**src/rtl/npc_ras_unit.sv**
```systemverilog
// npc_ras_unit: fetch PC register, next-PC select and return-address stack.
//
// Ports:
//   clk        system clock
//   reset      synchronous, active-high; wins over stall
//   stall      holds F_PC and suppresses every RAS update for this cycle
//   D_PC       PC of the instruction in D
//   NPCOp      0 PC4, 1 BR, 2 J, 3 JR, 4 RET (5..7 behave as PC4)
//   B_jump     branch-taken flag from the D comparator
//   IMM        instruction[25:0]
//   RA         forwarded rs value (JR target, RET fallback when RAS empty)
//   link       D instruction writes a return address
//   F_PC       current fetch PC (registered)
//   NPC        next PC (combinational)
//   ras_top    top RAS entry, 0 when empty
//   ras_count  number of valid RAS entries
//   ras_ovf    sticky: push while full
//   ras_udf    sticky: RET while empty
module npc_ras_unit #(
  parameter int WIDTH = 32,
  parameter int RAS_DEPTH = 8,
  parameter logic [WIDTH-1:0] RESET_PC = 32'h0000_3000
) (
  input  logic                         clk,
  input  logic                         reset,
  input  logic                         stall,
  input  logic [WIDTH-1:0]             D_PC,
  input  logic [2:0]                   NPCOp,
  input  logic                         B_jump,
  input  logic [25:0]                  IMM,
  input  logic [WIDTH-1:0]             RA,
  input  logic                         link,
  output logic [WIDTH-1:0]             F_PC,
  output logic [WIDTH-1:0]             NPC,
  output logic [WIDTH-1:0]             ras_top,
  output logic [$clog2(RAS_DEPTH):0]   ras_count,
  output logic                         ras_ovf,
  output logic                         ras_udf
);

  localparam int PTR_W = $clog2(RAS_DEPTH);
  localparam int CNT_W = PTR_W + 1;
  localparam logic [CNT_W-1:0] FULL_COUNT = CNT_W'(RAS_DEPTH);

  localparam logic [2:0] OP_PC4 = 3'd0;
  localparam logic [2:0] OP_BR  = 3'd1;
  localparam logic [2:0] OP_J   = 3'd2;
  localparam logic [2:0] OP_JR  = 3'd3;
  localparam logic [2:0] OP_RET = 3'd4;

  logic [WIDTH-1:0] pc_reg;
  logic [PTR_W-1:0] sp_reg;
  logic [CNT_W-1:0] count_reg;
  logic             ovf_reg;
  logic             udf_reg;
  logic [WIDTH-1:0] stack_mem [RAS_DEPTH];

  logic [WIDTH-1:0] pc4;
  logic [WIDTH-1:0] br_target;
  logic [WIDTH-1:0] j_target;
  logic [WIDTH-1:0] lnk;
  logic [WIDTH-1:0] top_entry;
  logic             nonempty;
  logic             is_ret;
  logic             push;
  logic             pop;
  logic             update;
  logic [PTR_W-1:0] sp_inc;
  logic [PTR_W-1:0] sp_dec;
  logic [PTR_W-1:0] wr_addr;

  assign pc4       = pc_reg + WIDTH'(4);
  assign br_target = D_PC + WIDTH'(4) + {{(WIDTH-18){IMM[15]}}, IMM[15:0], 2'b00};
  assign j_target  = {D_PC[WIDTH-1:28], IMM, 2'b00};
  assign lnk       = D_PC + WIDTH'(8);

  assign nonempty  = (count_reg != '0);
  assign is_ret    = (NPCOp == OP_RET);
  assign push      = link;
  assign pop       = is_ret && nonempty;
  assign update    = !reset && !stall;

  // Pointer arithmetic wraps naturally because RAS_DEPTH is a power of two,
  // so a push at full lands on the oldest entry.
  assign sp_inc    = sp_reg + PTR_W'(1);
  assign sp_dec    = sp_reg - PTR_W'(1);
  // Push together with pop replaces the current top in place.
  assign wr_addr   = pop ? sp_reg : sp_inc;

  assign top_entry = stack_mem[sp_reg];
  assign ras_top   = nonempty ? top_entry : '0;

  always_comb begin
    NPC = pc4;
    case (NPCOp)
      OP_PC4: NPC = pc4;
      OP_BR:  NPC = B_jump ? br_target : pc4;
      OP_J:   NPC = j_target;
      OP_JR:  NPC = RA;
      OP_RET: NPC = nonempty ? top_entry : RA;
      default: NPC = pc4;
    endcase
  end

  always_ff @(posedge clk) begin
    if (reset) begin
      pc_reg    <= RESET_PC;
      sp_reg    <= '0;
      count_reg <= '0;
      ovf_reg   <= 1'b0;
      udf_reg   <= 1'b0;
    end else if (!stall) begin
      pc_reg <= NPC;
      if (push && !pop) begin
        sp_reg <= sp_inc;
        if (count_reg == FULL_COUNT) begin
          ovf_reg <= 1'b1;
        end else begin
          count_reg <= count_reg + CNT_W'(1);
        end
      end else if (pop && !push) begin
        sp_reg    <= sp_dec;
        count_reg <= count_reg - CNT_W'(1);
      end
      if (is_ret && !nonempty) begin
        udf_reg <= 1'b1;
      end
    end
  end

  // Stack contents survive reset; only the pointer and count are cleared.
  always_ff @(posedge clk) begin
    if (update && push) begin
      stack_mem[wr_addr] <= lnk;
    end
  end

  assign F_PC      = pc_reg;
  assign ras_count = count_reg;
  assign ras_ovf   = ovf_reg;
  assign ras_udf   = udf_reg;

endmodule

```
**config.mk**
```make
export PLATFORM = sky130hd
export DESIGN_NAME = npc_ras_unit
export DESIGN_NICKNAME = d
export VERILOG_FILES = /design/src/rtl/npc_ras_unit.sv
export SDC_FILE = /design/constraint.sdc
export NUM_CORES = 1
export LEC_CHECK = 0
export CORE_MARGIN = 5
export CORE_UTILIZATION = 45
export DETAILED_ROUTE_END_ITERATION = 8
export PLACE_DENSITY = 0.71
export SLEW_MARGIN = 20
export SYNTH_ARGS = -nofsm -noshare
export SYNTH_HDL_FRONTEND = slang
export SYNTH_SLANG_ARGS = --single-unit
export TNS_END_PERCENT = 30
```
**constraint.sdc**
```tcl
create_clock -name clk -period 6.15 [get_ports clk]
set_input_delay 0.9225 -clock clk [delete_from_list [all_inputs] [get_ports clk]]
set_output_delay 0.9225 -clock clk [all_outputs]
set_load 0.02 [all_outputs]
```
* Word level (Yosys, flattened, before mapping)
Memories as Yosys holds them, arrays and structs flattened. A register that Yosys moved wholly into a read port is not among the register bits.
Index checks and enable logic that the tools add are counted.
** Operators by class
- Add/subtract/negate cells :: 8
- Eq/ne operators :: 6
- Mux-type cells :: 14
- Bitwise logic cells :: 1
- Reductions and logical operators :: 17
** Operators with widths (number)
- case mux 32 bit (4 select lines) :: 1
- two-way mux 32 bit :: 3
- adder 32 x 3 -> 32 bit (second input constant) :: 2
- adder 32 bit :: 1
- adder 32 x 4 -> 32 bit (second input constant) :: 1
- two-way mux 3 bit :: 5
- two-way mux 4 bit :: 3
- equality test 3 x 2 -> 1 bit (second input constant) :: 2
- logical AND 1 bit :: 6
- AND reduction 3 bit :: 2
- logical NOT 1 bit :: 5
- adder 4 x 1 -> 4 bit (second input constant) :: 1
- equality test 4 bit (second input constant) :: 1
- AND reduction 2 bit :: 2
- nonzero test 4 bit :: 1
- subtractor 4 x 1 -> 4 bit (second input constant) :: 1
- adder 3 x 1 -> 3 bit (second input constant) :: 1
- equality test 3 x 1 -> 1 bit (second input constant) :: 1
- equality test 3 bit (second input constant) :: 1
- subtractor 3 x 1 -> 3 bit (second input constant) :: 1
- two-way mux 1 bit :: 2
- inequality test 2 bit (second input constant) :: 1
- nonzero test 2 bit :: 1
- inverter 1 bit :: 1
** Word-level totals
- Register bits after elaboration :: 41
- Memory bits (writable) :: 256
- Input bits :: 98
- Output and inout bits :: 102
- Memories :: 1
** Memory list
- stack_mem :: words 8, bits a word 32, rd ports 1, clocked after memory_dff 1, write ports 1, line 56 : logic [WIDTH-1:0] stack_mem [RAS_DEPTH];

* Logic depth before layout (Yosys ltp)
- Word-level depth :: 8
- Gate-level depth with buffers :: 15
- Mapped depth without buffers :: 13

* Worst setup path after synthesis
OpenSTA, ideal clock, no wires.
- Path kind :: input port to flip-flop
- Start point :: in NPCOp[2]
- End point :: mem stack_mem[7][0], enable pin
- Setup time :: 461 ps
- Arrival :: 4375 ps
- Path slack :: 1314 ps
- Cell stages on the path :: 8
- Buffers on the path :: 2
- Path through :: buf_2 or3b_1 nor2_1 inv_1 buf_2 nor2_1 a21oi_1 nor3_1
** Between the ends
- Word-level cells in the longest chain between the ends :: 3
** Ends and longest elaborated chain
- start, declared :: line 28 : input logic [2:0] NPCOp,
- equality test 3 bit :: line 78 : assign is_ret = (NPCOp == OP_RET);
- logical AND 1 bit :: line 80 : assign pop = is_ret && nonempty;
- two-way mux 3 bit :: line 88 : assign wr_addr = pop ? sp_reg : sp_inc;
- end, declared :: line 56
Every way passes these cells.

* Worst setup path in the final report
- Start point :: in D_PC[3]
- End point :: out NPC[31]
** Between the ends
- Word-level cells in the longest chain between the ends :: 4
** Ends and longest elaborated chain
- start, declared :: line 27 : input logic [WIDTH-1:0] D_PC,
- adder 32 x 3 -> 32 bit :: line 73 : assign br_target = D_PC + WIDTH'(4) + {{(WIDTH-18){IMM[15]}}, IMM[15:0], 2'b00};
- adder 32 bit :: line 73
- two-way mux 32 bit :: line 97 : OP_BR: NPC = B_jump ? br_target : pc4;
- case mux 32 bit (4 select lines) :: line 95 : case (NPCOp)
- end, declared :: line 34 : output logic [WIDTH-1:0] NPC,
Every way passes these cells.

==> flow_metrics.env <==
export IMPL_layout_setup_ws_ns=0.1677
export IMPL_areaGrowthSynthToFinish_pct=23.25
export IMPL_synth_top_area_cell="edfxtp_1"
export IMPL_worstSetupPathType="primary input to output pin"
export IMPL_final_nets=1590
export IMPL_setup_tns_ns=0
export IMPL_postSynthAreaPerCell_sq_um=12.85
export IMPL_postCtsResizedCells=0
export IMPL_synth_fp_nets=1382
export IMPL_drc=0
export IMPL_worst_path_max_delay_cell="clkdlybuf4s50_1"
export IMPL_final_max_slew_violation_count=0
export IMPL_power_frac_clock_pct=34.3
export IMPL_cts_sink_count=300
export IMPL_p_sw_share_pct=28.87
export IMPL_drt_vias_per_instance=6.009
export IMPL_hp_start="ras_udf$_SDFFE_PP0P_"
export IMPL_drt_total_wl_microns=47090
export IMPL_synth_ff_type="edfxtp_1"
export IMPL_grt_overflow=0
export IMPL_root_buffer="clkbuf_16"
export IMPL_arrival_ns=5.06
export IMPL_track_usage_pct=23.70
export IMPL_yosysMostFrequentCell="edfxtp_1"
export IMPL_wl_met1_microns=18900
export IMPL_ioPinCount=200
export IMPL_leakage_nw=6.700
export IMPL_nFillCells=2838
export IMPL_clk_pin_slew_worst_paths_ns=0.06
export IMPL_cp_cell_sequence="clkdlybuf4s50_1 > ha_1 > ha_1 > fa_1 > a21oi_1 > o22ai_1 > a211oi_1 > o211ai_1 > a21oi_1 > nor3b_1 > a211o_1 > a21oi_1 > clkdlybuf4s50_1"
export IMPL_met3WireLength_microns=4888
export IMPL_regMostFlops="stack_mem"
export IMPL_grt_pass1_wl_microns=69990
export IMPL_power_density_nw_per_um2=284.1
export IMPL_drt_pass1_iter_count=6
export IMPL_yosysUniqueCellTypes=75
export IMPL_multi_input_area_sq_um=6729
export IMPL_crit_top_cell="a21oi_1"
export IMPL_numCtsBuffers=30
export IMPL_seq_power_share_pct=42.7
export IMPL_core_sq_um=34460
export IMPL_cp_required_ns=5.23
export IMPL_die_h_microns=196.5
export IMPL_combPwrFrac_pct=23.1
export IMPL_final_hold_viol_count=0
export IMPL_p_sw_mw=1.582
export IMPL_met2WireLength_microns=21830
export IMPL_drt_iter0_drc=1261
export IMPL_ys_seq_elements=300
export IMPL_clk_path_buf_depth=3
export IMPL_synth_commonest_cells="edfxtp_1 (256), nor2_1 (110), nand2_1 (85)"
export IMPL_synth_area_top_cells="edfxtp_1 (49%), mux4_2 (9.2%), dfxtp_1 (5.6%)"
export IMPL_ys_async_sr_fraction_pct=0
export IMPL_preCtsSetupSlack_ns=0.2813
export IMPL_antenna_found_initial=2
export IMPL_grt_max_degree=43
export IMPL_ir_drop_uv=203.1
export IMPL_status="finished clean"
export IMPL_yosysTopAreaCellShare_pct=49.13
export IMPL_dp_hpwl_microns=33740
export IMPL_num_vias=11450
export IMPL_setup_violations_final=0
export IMPL_crit_fanout=4
export IMPL_htree_levels=1
export IMPL_maxCapViolCount=0
export IMPL_die_area_sq_um=38600
export IMPL_port_buffers=199
export IMPL_die_w_microns=196.5
export IMPL_tightest_slew_ns=1.036
export IMPL_synth_edf_count=256
export IMPL_largest_reg_flops=256
export IMPL_regArea_sq_um=8574
export IMPL_period_needed_ns=5.982
export IMPL_insertion_delay_ns=0.56
export IMPL_r2r_start="ras_count[0]$_SDFFE_PP0P_"
export IMPL_post_cts_buffers=0
export IMPL_drive_above_1_share_pct=12.15
export IMPL_hold_buffers=0
export IMPL_rsz0062_at_grt="no"
export IMPL_p_int_mw=3.897
export IMPL_drtAntennaViolNets=0
export IMPL_top_layer_used="met5"
export IMPL_cts_tree="done"
export IMPL_initial_core_util_pct=45.41
export IMPL_slew_limit_headroom_pct=30.54
export IMPL_gp_congestion=0.9376
export IMPL_period_share_pct=97.27
export IMPL_power_mw=5.479
export IMPL_hp_class="flip-flop to flip-flop"
export IMPL_yosysWarnings=0
export IMPL_synth_area_sq_um=15650
export IMPL_num_rows=68
export IMPL_netlist_instances=1218
export IMPL_drt_wirelength_per_cell_microns=24.72
export IMPL_critPathCaptureType="output pin"
export IMPL_yosysSeqAreaShare_pct=54.76
export IMPL_skew_ns=0.01249
export IMPL_startpoint="D_PC[3]"
export IMPL_grt_pass1_vias=11070
export IMPL_critical_path_max_stage_delay_ns=0.65
export IMPL_cp_start_kind="primary input"
export IMPL_clock_fmax_mhz=167.2
## cell usage in the layout (no fill, tap or decap), types with 5 or more instances in the layout
cell / Yosys / final
o22ai_1: 12 / 12
nor3_1: 18 / 17
nand2_1: 85 / 85
buf_4: 3 / 33
and4_1: 6 / 6
edfxtp_1: 256 / 256
inv_1: 29 / 29
or3_1: 7 / 7
ha_1: 64 / 64
a221oi_1: 11 / 11
clkdlybuf4s50_1: 0 / 199
nor2b_1: 12 / 9
mux2_2: 5 / 5
clkbuf_16: 0 / 31
a211oi_1: 7 / 7
nor2_1: 110 / 108
o21ai_0: 31 / 31
o211ai_1: 6 / 6
xnor2_1: 48 / 48
dfxtp_1: 44 / 41
and2_1: 11 / 11
a31oi_1: 5 / 5
o21a_1: 6 / 6
mux4_2: 64 / 64
clkinv_2: 0 / 5
a222oi_1: 9 / 9
nand4_1: 20 / 20
mux2i_1: 40 / 40
a21o_1: 18 / 18
nand2b_1: 14 / 14
and3_1: 16 / 16
a22oi_1: 8 / 8
a221o_1: 8 / 8
a21oi_1: 54 / 54
xor2_1: 32 / 31
o21ai_1: 5 / 5
nand3_1: 30 / 30
## layer usage
metal	vias to the layer above	track usage, %
met5	-	0
met4	2	7.060
met3	79	4.325
met2	620	37.91
met1	5608	33.41
li1	5138	-
## worst max-delay path: cells and delay by family
kind                     cells  cell delay (ns)
buffers and inverters        2             1.28
AND/OR/NAND/NOR              1             0.08
AO/OA/AOI/OAI                7             1.84
adder cells (fa/ha/maj)      3             0.93
## cell families after synthesis
logic type | synth area share (%)
AOI/OAI and AO/OA | 10.26
xor gates and xnor gates | 4.478
buffers and inverters | 2.431
adders and majority gates | 5.374
muxes | 12.13
and+or+nand+nor | 10.56
DFF | 54.76
## per-stage QoR
stage	hold WS, ns	cell area (sq um)	utilization, %	cells
floorplan	0.4804	15650	-	1218
finish	0.4901	19280	55.96	1905
CTS	0.4830	19280	55.96	1904
global placement	0.4502	18270	53.01	1849
detailed placement	0.4682	18270	53.01	1849
global route	0.5118	19280	55.96	1905
## final timing paths
path,to,slack (ns),cells past startpoint
worst min register to register,ras_udf$_SDFFE_PP0P_,0.49,2
worst max register to register,stack_mem[5][28]$_DFFE_PP_,2.32,9
worst min-delay path,ras_udf$_SDFFE_PP0P_,0.49,2
worst max-delay path,NPC[31],0.17,13
## power by group through the flow
stage	Combinational (mW)	Sequential [mW]	Clock, mW
floorplan	0.717	2.36	0
global placement	1.24	2.38	0
detailed placement	1.25	2.38	0
CTS	1.25	2.34	1.90
global route	1.34	2.35	1.99
finish	1.26	2.34	1.88
## cell type report
| cell class | count | area share, % |
|---|---|---|
| Sequential cell | 300 | 44.47 |
| Multi-Input combinational cell | 830 | 34.89 |
| Timing Repair Buffer | 234 | 11.82 |
| Clock buffer | 38 | 4.367 |
| Tap cell | 455 | 2.952 |
| Clock inverter | 17 | 0.9019 |
| Inverter | 30 | 0.5840 |
| Antenna cell | 1 | 0.01298 |
No activity file was read; power rests on OpenSTA's default activity.
